## config.mk

```make
export PLATFORM = sky130hd
export DESIGN_NAME = reg_bank_sched_flat
export DESIGN_NICKNAME = d
export VERILOG_FILES = /design/src/rtl/reg_bank_sched_if.sv /design/src/rtl/reg_bank_sched.sv /design/src/flat_wrapper.sv
export SDC_FILE = /design/constraint.sdc
export NUM_CORES = 1
export LEC_CHECK = 0
export CAP_MARGIN = 10
export CORE_UTILIZATION = 43
export CTS_CLUSTER_DIAMETER = 60
export DETAILED_ROUTE_END_ITERATION = 12
export PLACE_DENSITY = 0.91
export SLEW_MARGIN = 10
export SYNTH_ARGS = -nofsm -noshare
export SYNTH_HDL_FRONTEND = slang
export SYNTH_SLANG_ARGS = --single-unit
```

## constraint.sdc

```tcl
create_clock -name trigger -period 2.45 [get_ports trigger]
set_clock_uncertainty 0.2 [all_clocks]
set_input_delay 0.49 -clock trigger [delete_from_list [all_inputs] [get_ports trigger]]
set_output_delay 0.49 -clock trigger [all_outputs]
set_load 0.05 [all_outputs]
```

## src/rtl/reg_bank_sched_if.sv

```systemverilog
// Request/response and register-bank bus of reg_bank_sched.
// Ports: wr_*, rda_*, rdb_* requester handshakes; bank_* bank controls and data.
interface reg_bank_sched_if #(
    parameter int DW = 32,
    parameter int AW = 4
);
    logic          wr_req;
    logic [AW-1:0] wr_addr;
    logic [DW-1:0] wr_data;
    logic          wr_ack;

    logic          rda_req;
    logic [AW-1:0] rda_addr;
    logic          rda_ack;
    logic          rda_valid;
    logic [DW-1:0] rda_data;

    logic          rdb_req;
    logic [AW-1:0] rdb_addr;
    logic          rdb_ack;
    logic          rdb_valid;
    logic [DW-1:0] rdb_data;

    logic [AW-1:0] bank_addr;
    logic          bank_we;
    logic          bank_oe;
    logic [DW-1:0] bank_wdata;
    logic [DW-1:0] bank_rdata;

    // Requesters plus register bank side.
    modport master (
        output wr_req, wr_addr, wr_data,
        output rda_req, rda_addr,
        output rdb_req, rdb_addr,
        output bank_rdata,
        input  wr_ack,
        input  rda_ack, rda_valid, rda_data,
        input  rdb_ack, rdb_valid, rdb_data,
        input  bank_addr, bank_we, bank_oe, bank_wdata
    );

    // Scheduler side.
    modport slave (
        input  wr_req, wr_addr, wr_data,
        input  rda_req, rda_addr,
        input  rdb_req, rdb_addr,
        input  bank_rdata,
        output wr_ack,
        output rda_ack, rda_valid, rda_data,
        output rdb_ack, rdb_valid, rdb_data,
        output bank_addr, bank_we, bank_oe, bank_wdata
    );
endinterface

```

## src/rtl/reg_bank_sched.sv

```systemverilog
// Single-port register bank scheduler: one write-back and two operand readers.
// Ports: trigger (clock), reset (sync, active-high), bus (reg_bank_sched_if.slave).
module reg_bank_sched #(
    parameter int STARVE_LIMIT = 4,
    parameter int DW           = 32,
    parameter int AW           = 4
) (
    input  logic              trigger,
    input  logic              reset,
    reg_bank_sched_if.slave   bus
);
    localparam logic [3:0] LIM = 4'(STARVE_LIMIT);

    logic [3:0] streak;
    logic       rr;
    logic       rda_vq;
    logic       rdb_vq;

    logic wr_e;
    logic ra_e;
    logic rb_e;
    logic rd_pend;
    logic rd_force;
    logic pick_w;
    logic pick_rd;
    logic pick_a;
    logic pick_b;

    // A requester acked this cycle is blocked only while it still presents
    // the op just launched; the registered bank controls hold exactly that
    // op, so a changed request may launch back-to-back.
    always_comb begin
        wr_e = bus.wr_req
             & ~(bus.wr_ack
                 & (bus.wr_addr == bus.bank_addr)
                 & (bus.wr_data == bus.bank_wdata));
        ra_e = bus.rda_req
             & ~(bus.rda_ack & (bus.rda_addr == bus.bank_addr));
        rb_e = bus.rdb_req
             & ~(bus.rdb_ack & (bus.rdb_addr == bus.bank_addr));

        rd_pend  = ra_e | rb_e;
        rd_force = rd_pend & (streak == LIM);
        pick_w   = wr_e & ~rd_force;
        pick_rd  = rd_pend & ~pick_w;
        pick_a   = pick_rd & ra_e & (~rb_e | ~rr);
        pick_b   = pick_rd & ~pick_a;
    end

    always_ff @(posedge trigger) begin
        if (reset) begin
            bus.wr_ack     <= 1'b0;
            bus.rda_ack    <= 1'b0;
            bus.rdb_ack    <= 1'b0;
            bus.bank_we    <= 1'b0;
            bus.bank_oe    <= 1'b0;
            bus.bank_addr  <= '0;
            bus.bank_wdata <= '0;
            bus.rda_data   <= '0;
            bus.rdb_data   <= '0;
            rda_vq         <= 1'b0;
            rdb_vq         <= 1'b0;
            streak         <= '0;
            rr             <= 1'b0;
        end else begin
            bus.wr_ack  <= pick_w;
            bus.rda_ack <= pick_a;
            bus.rdb_ack <= pick_b;
            bus.bank_we <= pick_w;
            bus.bank_oe <= pick_rd;

            unique case (1'b1)
                pick_w: begin
                    bus.bank_addr  <= bus.wr_addr;
                    bus.bank_wdata <= bus.wr_data;
                end
                pick_a:  bus.bank_addr <= bus.rda_addr;
                pick_b:  bus.bank_addr <= bus.rdb_addr;
                default: ;
            endcase

            // Read data is on bank_rdata during the ack cycle.
            rda_vq <= bus.rda_ack;
            rdb_vq <= bus.rdb_ack;
            if (bus.rda_ack) bus.rda_data <= bus.bank_rdata;
            if (bus.rdb_ack) bus.rdb_data <= bus.bank_rdata;

            // Count writes that overtake a waiting read.
            if (pick_w & rd_pend) streak <= streak + 4'd1;
            else                  streak <= '0;

            if (pick_a)      rr <= 1'b1;
            else if (pick_b) rr <= 1'b0;
        end
    end

    // Reset in the return cycle still cancels that cycle's pulse.
    assign bus.rda_valid = rda_vq & ~reset;
    assign bus.rdb_valid = rdb_vq & ~reset;
endmodule

```

## src/flat_wrapper.sv

```systemverilog
// flat-port wrapper written by rule: the top's interface ports become plain ports
module reg_bank_sched_flat 
#(
    parameter int STARVE_LIMIT = 4,
    parameter int DW           = 32,
    parameter int AW           = 4
)
  (trigger, reset, bus_wr_req, bus_wr_addr, bus_wr_data, bus_rda_req, bus_rda_addr, bus_rdb_req, bus_rdb_addr, bus_bank_rdata, bus_wr_ack, bus_rda_ack, bus_rda_valid, bus_rda_data, bus_rdb_ack, bus_rdb_valid, bus_rdb_data, bus_bank_addr, bus_bank_we, bus_bank_oe, bus_bank_wdata);
  reg_bank_sched_if #(.DW(DW), .AW(AW)) bus_i ();
  input  logic trigger;
  input  logic reset;
  input wire logic [$bits(bus_i.wr_req)-1:0] bus_wr_req;
  input wire logic [$bits(bus_i.wr_addr)-1:0] bus_wr_addr;
  input wire logic [$bits(bus_i.wr_data)-1:0] bus_wr_data;
  input wire logic [$bits(bus_i.rda_req)-1:0] bus_rda_req;
  input wire logic [$bits(bus_i.rda_addr)-1:0] bus_rda_addr;
  input wire logic [$bits(bus_i.rdb_req)-1:0] bus_rdb_req;
  input wire logic [$bits(bus_i.rdb_addr)-1:0] bus_rdb_addr;
  input wire logic [$bits(bus_i.bank_rdata)-1:0] bus_bank_rdata;
  output wire logic [$bits(bus_i.wr_ack)-1:0] bus_wr_ack;
  output wire logic [$bits(bus_i.rda_ack)-1:0] bus_rda_ack;
  output wire logic [$bits(bus_i.rda_valid)-1:0] bus_rda_valid;
  output wire logic [$bits(bus_i.rda_data)-1:0] bus_rda_data;
  output wire logic [$bits(bus_i.rdb_ack)-1:0] bus_rdb_ack;
  output wire logic [$bits(bus_i.rdb_valid)-1:0] bus_rdb_valid;
  output wire logic [$bits(bus_i.rdb_data)-1:0] bus_rdb_data;
  output wire logic [$bits(bus_i.bank_addr)-1:0] bus_bank_addr;
  output wire logic [$bits(bus_i.bank_we)-1:0] bus_bank_we;
  output wire logic [$bits(bus_i.bank_oe)-1:0] bus_bank_oe;
  output wire logic [$bits(bus_i.bank_wdata)-1:0] bus_bank_wdata;
  assign bus_i.wr_req = bus_wr_req;
  assign bus_i.wr_addr = bus_wr_addr;
  assign bus_i.wr_data = bus_wr_data;
  assign bus_i.rda_req = bus_rda_req;
  assign bus_i.rda_addr = bus_rda_addr;
  assign bus_i.rdb_req = bus_rdb_req;
  assign bus_i.rdb_addr = bus_rdb_addr;
  assign bus_i.bank_rdata = bus_bank_rdata;
  assign bus_wr_ack = bus_i.wr_ack;
  assign bus_rda_ack = bus_i.rda_ack;
  assign bus_rda_valid = bus_i.rda_valid;
  assign bus_rda_data = bus_i.rda_data;
  assign bus_rdb_ack = bus_i.rdb_ack;
  assign bus_rdb_valid = bus_i.rdb_valid;
  assign bus_rdb_data = bus_i.rdb_data;
  assign bus_bank_addr = bus_i.bank_addr;
  assign bus_bank_we = bus_i.bank_we;
  assign bus_bank_oe = bus_i.bank_oe;
  assign bus_bank_wdata = bus_i.bank_wdata;
  reg_bank_sched #(.STARVE_LIMIT(STARVE_LIMIT), .DW(DW), .AW(AW)) u_core (.trigger(trigger), .reset(reset), .bus(bus_i));
endmodule
```

==> results of run 1 <==
==> flip-flops by register name, indices dropped and copies added, names as in the netlist <==
| register | flops |
|---|---|
| u_core.bus.rdb_ack | 1 |
| u_core.rda_vq | 1 |
| u_core.bus.bank_addr | 4 |
| u_core.bus.rda_ack | 1 |
| u_core.bus.rda_data | 32 |
| u_core.rr | 1 |
| u_core.bus.bank_wdata | 32 |
| u_core.bus.bank_oe | 1 |
| u_core.bus.wr_ack | 1 |
| u_core.streak | 4 |
| u_core.bus.rdb_data | 32 |
| u_core.rdb_vq | 1 |
==> power by group <==
| part | internal (mW) | switching [mW] |
|---|---|---|
| logic | 0.381 | 0.496 |
| clock network | 0.473 | 0.610 |
| registers | 1.88 | 0.0670 |
==> stage by stage <==
| stage | area, um^2 | std cells | utilization (%) | setup TNS (ns) |
|---|---|---|---|---|
| 5_1_grt | 6970 | 825 | 67.5 | -0.0115 |
| 3_5_place_dp | 6730 | 809 | 65.2 | -13.36 |
| 4_1_cts | 6940 | 825 | 67.2 | 0 |
| 2_1_floorplan | 4600 | 492 | - | 0 |
| 3_3_place_gp | 6730 | 809 | 65.2 | -13.19 |
| 6_report | 6970 | 825 | 67.5 | 0 |
==> cells in the mapped netlist (2+ instances only) <==
| library cell | count |
|---|---|
| o21ai_1 | 30 |
| o21a_1 | 2 |
| buf_1 | 7 |
| mux2i_1 | 64 |
| ha_1 | 2 |
| buf_4 | 2 |
| nor2b_1 | 7 |
| a22oi_1 | 4 |
| nand3_1 | 38 |
| nor3_1 | 8 |
| buf_6 | 4 |
| and3_1 | 4 |
| a311oi_1 | 4 |
| clkbuf_1 | 22 |
| nor2_1 | 68 |
| o21ai_0 | 4 |
| inv_1 | 6 |
| nand4_1 | 7 |
| a21oi_1 | 34 |
| nand2_1 | 10 |
| xor2_1 | 2 |
| o211ai_1 | 2 |
| nor4_1 | 2 |
| dfxtp_1 | 111 |
| xnor2_1 | 41 |
==> layer usage <==
layer / vias to the layer above / global-route usage [%] / wire (um)
met5: - / 0 / 0
met4: 0 / 10.8 / 370
met3: 33 / 7.54 / 1180
met2: 198 / 41.7 / 6560
met1: 2068 / 26.3 / 5490
li1: 2077 / - / -
==> cell families after synthesis <==
group / synth area share, %
AOI/OAI and AO/OA: 10.1
DFF: 48.3
xor gates and xnor gates: 8.19
buffers and inverters: 4.27
muxes: 13.9
and+or+nand+nor: 14.6
adders and majority gates: 0.544
==> area by class of cell <==
cell class                      instances  share of cell area [%]
Timing Repair Buffer                  217                    30.6
Tap cell                              136                    2.44
Multi-Input combinational cell        339                    31.9
Clock buffer                            9                    1.78
Inverter                                6                   0.323
Sequential cell                       111                    31.9
Clock inverter                          7                    1.06
==> what timing repair did <==
item / CTS / global route
gates resized for setup: 3 / 6
gates cloned: 0 / 0
pin swaps: 0 / 3
endpoints found under the setup margin: 2 / 15
hold endpoints to repair: 0 / 0
==> how the worst max path moves through the flow <==
stage	from	to
after floorplan	u_core.bus.rdb_ack$_SDFF_PP0_	u_core.bus.bank_wdata[27]$_SDFFE_PP0P_
after global placement	bus_wr_data[21]	u_core.rr$_SDFFE_PP0N_
after detailed placement	bus_wr_data[29]	u_core.bus.bank_wdata[13]$_SDFFE_PP0P_
after CTS	u_core.bus.bank_addr[0]$_SDFFE_PP0P_	bus_bank_addr[0]
after global routing	bus_wr_addr[3]	u_core.bus.bank_wdata[13]$_SDFFE_PP0P_
final	u_core.bus.bank_addr[1]$_SDFFE_PP0P_	bus_bank_addr[1]
==> flow_summary.yaml, run 1 <==
setup_path:
  endpoint_kind: "output pin"
  path_max_fanout: 5
  critPathMaxStageDelay_ns: 0.86
  ff2ff_path_depth: 8
  cp.required_ns: 1.76
  crit_slowest_cell: "clkdlybuf4s50_1"
  arrival_ns: 1.69
  r2r-start: "u_core.bus.bank_wdata[21]$_SDFFE_PP0P_"
  critPathKind: "flop to output pin"
  worst_setup_path_start_kind: "flop"
  cp_cell_sequence: "clkdlybuf4s50_1"
  r2r_setup_slack_ns: 0.29
  path_depth: 1
  cpLargestDelayFamily: "buffers and inverters"
  critPathBufInv: 1
  r2r_end: "u_core.bus.bank_wdata[13]$_SDFFE_PP0P_"
hold_path:
  hold_class: "flop to flop"
  worstHoldPathCells: 2
  min_to: "u_core.bus.rdb_data[19]$_SDFFE_PP0P_"
  hp-start: "u_core.bus.rdb_data[19]$_SDFFE_PP0P_"
routing:
  route.vias.total: 4376
  drc: 0
  wl_um: 13600
  antenna_left: 0
  dr.pass1.iters: 4
  wl_per_cell_um: 16.5
  first_iter_violations: 178
  drt-vias-per-instance: 5.30
cts:
  cts_tree: "done"
  path_clk_slew_ns: 0.10
  postCtsSetupBuffers: 0
  htree_levels: 3
  cts.sinks: 111
  clockRootBuffer: "clkbuf_8"
  cts_hold_buffers: 0
  clockBufferDepth: 2
  clkLatencyLatePin_ns: 0.36
  numCtsBuffers: 9
synthesis:
  synth_area_per_cell_um2: 9.35
  synthFlopType: "dfxtp_1"
  post_synth_main_area_contributors: "dfxtp_1, mux2i_1, xnor2_1, nor2_1, nand3_1"
  yosys_warnings: 0
  synth_top_cell_area_share_pct: 48.3
  ys_types: 32
  synth_edf_count: 0
  yosysTopAreaCell: "dfxtp_1"
  netlist_instances: 492
  syn-num-nets: 575
  ys_seq_elements: 111
  ys_seq_area_share_pct: 48.3
  synthesis.area_um2: 4600
  async_reset_ff_share_pct: 0
sta:
  relSlewSlack_pct: 57.0
  period_minus_slack_ns: 2.38
  hold_viol: 0
  setup_viol: 0
  timing.hold.ws_ns: 0.298
  fmax_mhz: 420
  worstMarginPinSlew_ns: 0.644
  drv_slew: 0
  min_period_over_period_pct: 97.3
  setup_slack_ns: 0.0664
placement:
  dp_slack_ns: -0.399
  gp_congestion: 0.868
  dp_hpwl_um: 10000
  portBuffers: 187
global_route:
  gr-total-overflow: 0
  track_usage_pct: 23.8
  grt_first_pass_wirelength_um: 21100
  grt_pass1_vias: 4452
  antenna_found_initial: 0
  grt_start_max_net_pins: 67
cells_and_area:
  layout_common_cells: "clkdlybuf4s50_1, dfxtp_1, nor2_1"
  final_nets: 767
  multi_input_area_um2: 2220
  seqCellArea_um2: 2220
  drive_gt1_share_pct: 8.71
  syn2layout_area_growth_pct: 51.6
  fillers: 749
  layout_commonest_cell: "clkdlybuf4s50_1"
  diodes: 0
die:
  die_w_um: 105
  io_pins: 188
  die_area_um2: 11100
  initial_core_util_pct: 44.5
  dieHeight_um: 105
  fp-row-count: 37
  core_area_um2: 10300
outcome:
  outcome: "complete, no violations"
pwr:
  p_per_area_nw_per_um2: 560
  power.leakage_nw: 2.47
  power_mw: 3.90
  ir_worst_vdd_mv: 0.394
flow_run:
  drv_cap: 0
Note: power is estimated with default switching activity, not from simulation.
==> run 2, diff against run 1 <==
CORE_MARGIN = 3   (was unset)
==> run 2 against run 1 <==
Net effect: routed wire length is 5.1% higher; first-iteration DRC count up 22%; sequential cell count stayed put; sequential share of layout area down 0.47 points; design area is 1.5% higher; non-clock buffer count rose by 9; combinational power is 2% higher; clock power is 6% higher; final cell count rose by 1.1%; critical path depth up 8.
==> flow_summary.yaml, run 2 (synthesis gave the netlist of run 1 again) <==
setup_path:
  path_max_fanout: 19
  cp_cell_sequence: "clkdlybuf4s50_1 -> xnor2_1 -> nand4_1 -> nor4_2 -> and3_4 -> buf_12 -> buf_12 -> o21ai_1 -> a21oi_2"
  critPathKind: "input port to flop"
  arrival_ns: 2.47
  r2r_setup_slack_ns: 0.24
  crit_slowest_cell: "clkdlybuf4s50_1"
  worst_setup_path_start_kind: "input port"
  cpLargestDelayFamily: "buffers and inverters"
  critPathMaxStageDelay_ns: 0.47
  critPathBufInv: 3
  crit_top_cell: "buf_12"
  cp.required_ns: 2.55
  endpoint_kind: "flop"
die:
  die_area_um2: 12000
  initial_core_util_pct: 44.3
  dieHeight_um: 109
  fp-row-count: 37
  io_pins: 188
  core_area_um2: 10400
  die_w_um: 109
flow_run:
  drv_cap: 0
routing:
  dr.pass1.iters: 4
  first_iter_violations: 218
  route.vias.total: 4425
  drt-vias-per-instance: 5.31
  wl_um: 14300
  antenna_left: 0
  wl_per_cell_um: 17.1
  drc: 0
cts:
  cts.sinks: 111
  clockRootBuffer: "clkbuf_8"
  htree_levels: 3
  clockBufferDepth: 2
  cts_hold_buffers: 0
  cts_tree: "done"
  numCtsBuffers: 9
  clkLatencyLatePin_ns: 0.37
  path_clk_slew_ns: 0.10
global_route:
  antenna_found_initial: 0
  track_usage_pct: 23.5
  grt_pass1_vias: 4569
  grt_start_max_net_pins: 54
  gr-total-overflow: 0
  grt_first_pass_wirelength_um: 22300
sta:
  min_period_over_period_pct: 96.7
  setup_slack_ns: 0.0817
  fmax_mhz: 422
  drv_slew: 0
  hold_viol: 0
  worstMarginPinSlew_ns: 0.545
  period_minus_slack_ns: 2.37
  rsz0062_at_grt: "no"
  setup_viol: 0
  relSlewSlack_pct: 63.5
placement:
  dp_hpwl_um: 10700
  portBuffers: 187
  dp_slack_ns: -0.389
  gp_congestion: 0.825
cells_and_area:
  final_nets: 776
  syn2layout_area_growth_pct: 53.9
  layout_commonest_cell: "clkdlybuf4s50_1"
  drive_gt1_share_pct: 10.3
  fillers: 751
  fin_util_pct: 68.2
  diodes: 0
  layout_common_cells: "clkdlybuf4s50_1, dfxtp_1, nor2_1"
  top_regs: "u_core.bus.bank_wdata x32, u_core.bus.rda_data x32, u_core.bus.rdb_data x32"
hold_path:
  hold_class: "input port to flop"
outcome:
  outcome: "complete, no violations"
pwr:
  power.leakage_nw: 2.58
  ir_worst_vdd_mv: 0.419
  power_mw: 3.97
  p_per_area_nw_per_um2: 561
==> run 2: cell types whose count changed in the layout (fill, tap and decap cells not counted), moves of 2 or more <==
cell,change
buf_4,+9
clkinvlp_4,-4
clkinv_4,+2
dlymetal6s2s_1,+3
clkdlybuf4s50_1,-3
==> run 2: through the flow <==
| step | hold slack (ns) | area, um^2 | std cells | setup TNS [ns] |
|---|---|---|---|---|
| floorplan | 0.250 | 4600 | 492 | 0 |
| global route | 0.270 | 7080 | 834 | 0 |
| CTS | 0.307 | 7010 | 834 | 0 |
| detailed placement | 0.284 | 6810 | 818 | -13.13 |
| finish | 0.261 | 7080 | 834 | 0 |
| global placement | 0.258 | 6810 | 818 | -11.00 |
==> run 2: area by class of cell <==
cell class,instances,area (um^2),area share [%]
inverter,6,22.5,0.318
clock buffer,9,124,1.75
tap,136,170,2.40
timing repair buffer,226,2220,31.4
multi-input combinational,339,2230,31.5
sequential,111,2220,31.4
clock inverter,7,81.3,1.15
==> run 2: what timing repair did <==
action,in CTS,in global routing
setup endpoints to repair,0,34
gates resized for setup,0,12
buffers inserted,0,0
==> run 2: routing by layer <==
layer	global-route usage, %	vias to the layer above	share of wire [%]
met5	0	-	0
met4	10.7	0	3.0
met3	7.99	38	9.8
met2	40.5	194	49
met1	26.1	2091	38
li1	-	2102	-
==> run 2: path summary, 6_finish.rpt <==
path,startpoint,endpoint,depth (start not counted)
min reg2reg,u_core.streak[0]$_SDFF_PP0_,u_core.streak[0]$_SDFF_PP0_,1
max,bus_wr_addr[3],u_core.bus.bank_wdata[23]$_SDFFE_PP0P_,9
min,bus_wr_data[6],u_core.bus.bank_wdata[6]$_SDFFE_PP0P_,3
max reg2reg,u_core.bus.bank_addr[0]$_SDFFE_PP0P_,u_core.bus.bank_addr[0]$_SDFFE_PP0P_,7
==> run 2: power breakdown <==
| part | internal (mW) | switching (mW) |
|---|---|---|
| clock network | 0.488 | 0.647 |
| registers | 1.88 | 0.0651 |
| logic | 0.388 | 0.505 |
==> run 2: worst register-to-register path: cells and delay by family, from the launching register on <==
family	cells	cell delay [ns]
simple gates	3	0.58
flops	1	0.56
buf+inv	1	0.17
compound gates	2	0.45
xor+xnor	1	0.16
==> run 3, diff against run 2 <==
CORE_MARGIN = unset   (was 3)
REMOVE_ABC_BUFFERS = 1   (was unset)
==> run 3 against run 2 <==
Net effect: count of clock-buffer cells in the layout increased by 1; first-iteration DRC count decreased by 2.8%; critical endpoint is now bus_bank_addr[1]; via count decreased by 2.4%; largest power group unchanged; highest routed layer unchanged; critical path type is now flop to output pin; critical path depth decreased by 8.
==> flow_summary.yaml, run 3 (synthesis gave the netlist of run 1 again) <==
cts:
  cts.sinks: 111
  postCtsSetupBuffers: 0
  clockBufferDepth: 2
  clkLatencyLatePin_ns: 0.37
  path_clk_slew_ns: 0.11
  cts_tree: "done"
  clockRootBuffer: "clkbuf_8"
  numCtsBuffers: 9
  htree_levels: 3
setup_path:
  cpLargestDelayFamily: "buffers and inverters"
  critPathKind: "flop to output pin"
  r2r-start: "u_core.bus.bank_addr[1]$_SDFFE_PP0P_"
  path_max_fanout: 5
  arrival_ns: 1.71
  cp.required_ns: 1.76
  cp_cell_sequence: "clkdlybuf4s50_1"
  critPathMaxStageDelay_ns: 0.86
  crit_end: "bus_bank_addr[1]"
  r2r_end: "u_core.bus.bank_wdata[16]$_SDFFE_PP0P_"
  critPathBufInv: 1
  startpoint: "u_core.bus.bank_addr[1]$_SDFFE_PP0P_"
  r2r_setup_slack_ns: 0.29
  ff2ff_path_depth: 8
  crit_slowest_cell: "clkdlybuf4s50_1"
  path_depth: 1
  worst_setup_path_start_kind: "flop"
  endpoint_kind: "output pin"
global_route:
  antenna_found_initial: 0
  grt_start_max_net_pins: 49
  grt_first_pass_wirelength_um: 20700
  grt_pass1_vias: 4426
  track_usage_pct: 23.4
  gr-total-overflow: 0
routing:
  first_iter_violations: 212
  met3_length_um: 1240
  antenna_left: 0
  wl_um: 13200
  wl_per_cell_um: 16.1
  drc: 0
  m1WireLength_um: 5240
  dr.pass1.iters: 4
  wl_met2_um: 6470
  highest_layer: "met4"
  route.vias.total: 4317
  drt-vias-per-instance: 5.25
sta:
  period_minus_slack_ns: 2.40
  fmax_mhz: 417
  worstMarginPinSlew_ns: 0.606
  drv_slew: 0
  timing.hold.ws_ns: 0.262
  relSlewSlack_pct: 59.6
  setup_slack_ns: 0.0548
  min_period_over_period_pct: 97.8
  rsz0062_at_grt: "no"
  hold_viol: 0
  setup_viol: 0
outcome:
  outcome: "complete, no violations"
die:
  fp-row-count: 37
  initial_core_util_pct: 44.5
  die_w_um: 105
  core_area_um2: 10300
  io_pins: 188
  die_area_um2: 11100
  dieHeight_um: 105
cells_and_area:
  top_regs: "u_core.bus.bank_wdata x32, u_core.bus.rda_data x32, u_core.bus.rdb_data x32"
  layout_commonest_cell: "clkdlybuf4s50_1"
  syn2layout_area_growth_pct: 51.6
  drive_gt1_share_pct: 7.87
  final_nets: 764
  diodes: 0
  layout_common_cells: "clkdlybuf4s50_1, dfxtp_1, nor2_1"
placement:
  dp_slack_ns: -0.327
  gp_congestion: 0.860
  dp_hpwl_um: 9610
  portBuffers: 187
pwr:
  p_per_area_nw_per_um2: 567
  ir_worst_vdd_mv: 0.426
  power.leakage_nw: 2.45
hold_path:
  worstHoldPathCells: 2
  hold_class: "input port to flop"
flow_run:
  drv_cap: 0
## run 3: cell types whose count changed in the layout (fill, tap and decap cells not counted), sizes merged
| cell | delta |
|---|---|
| dlymetal6s2s | -4 |
| clkdlybuf4s50 | +5 |
| clkbuf | +1 |
| buf | -13 |
| inv | +1 |
| clkinv | -3 |
| clkinvlp | +1 |
## run 3: timing repair
action                                  4_1_cts  5_1_grt
endpoints found under the setup margin        0       34
gates resized for setup                       0        6
hold buffers                                  0        0
## run 3: worst min path at each step
stage	slack [ns]	to	startpoint
global placement	0.26	u_core.streak[0]$_SDFF_PP0_	u_core.streak[0]$_SDFF_PP0_
finish	0.26	u_core.bus.rda_data[23]$_SDFFE_PP0P_	reset
global route	0.25	u_core.bus.rda_data[10]$_SDFFE_PP0P_	reset
floorplan	0.25	u_core.streak[0]$_SDFF_PP0_	u_core.streak[0]$_SDFF_PP0_
detailed placement	0.28	u_core.streak[0]$_SDFF_PP0_	u_core.streak[0]$_SDFF_PP0_
CTS	0.24	u_core.bus.rda_data[10]$_SDFFE_PP0P_	reset
## run 3: report_power, final
| part | total, mW | switching [mW] | internal, mW |
|---|---|---|---|
| combinational | 0.871 | 0.491 | 0.380 |
| clock | 1.14 | 0.650 | 0.494 |
| sequential | 1.94 | 0.0606 | 1.88 |
## run 3: cell type report
type	instances	area, um^2
Inverter	6	22.5
Sequential cell	111	2220
Fill cell	750	3350
Clock buffer	10	128
Tap cell	136	170
Multi-Input combinational cell	339	2200
Clock inverter	6	77.6
Timing Repair Buffer	214	2140
## run 3: layer usage
| metal | track usage (%) | vias to the layer above |
|---|---|---|
| met5 | 0 | - |
| met4 | 11.5 | 0 |
| met3 | 7.42 | 24 |
| met2 | 40.2 | 194 |
| met1 | 26.2 | 2031 |
| li1 | - | 2068 |
## run 3: through the flow
stage                     power [mW]  cell area [um^2]  cells  setup TNS [ns]  utilization, %
final                           3.95              6970    822               0            67.5
after global routing            4.11              6970    822               0            67.5
after CTS                       3.98              6940    822               0            67.2
after detailed placement        2.84              6730    806          -12.53            65.2
after global placement          2.82              6730    806           -9.66            65.2
after floorplan                 2.44              4420    456          -48.09               -
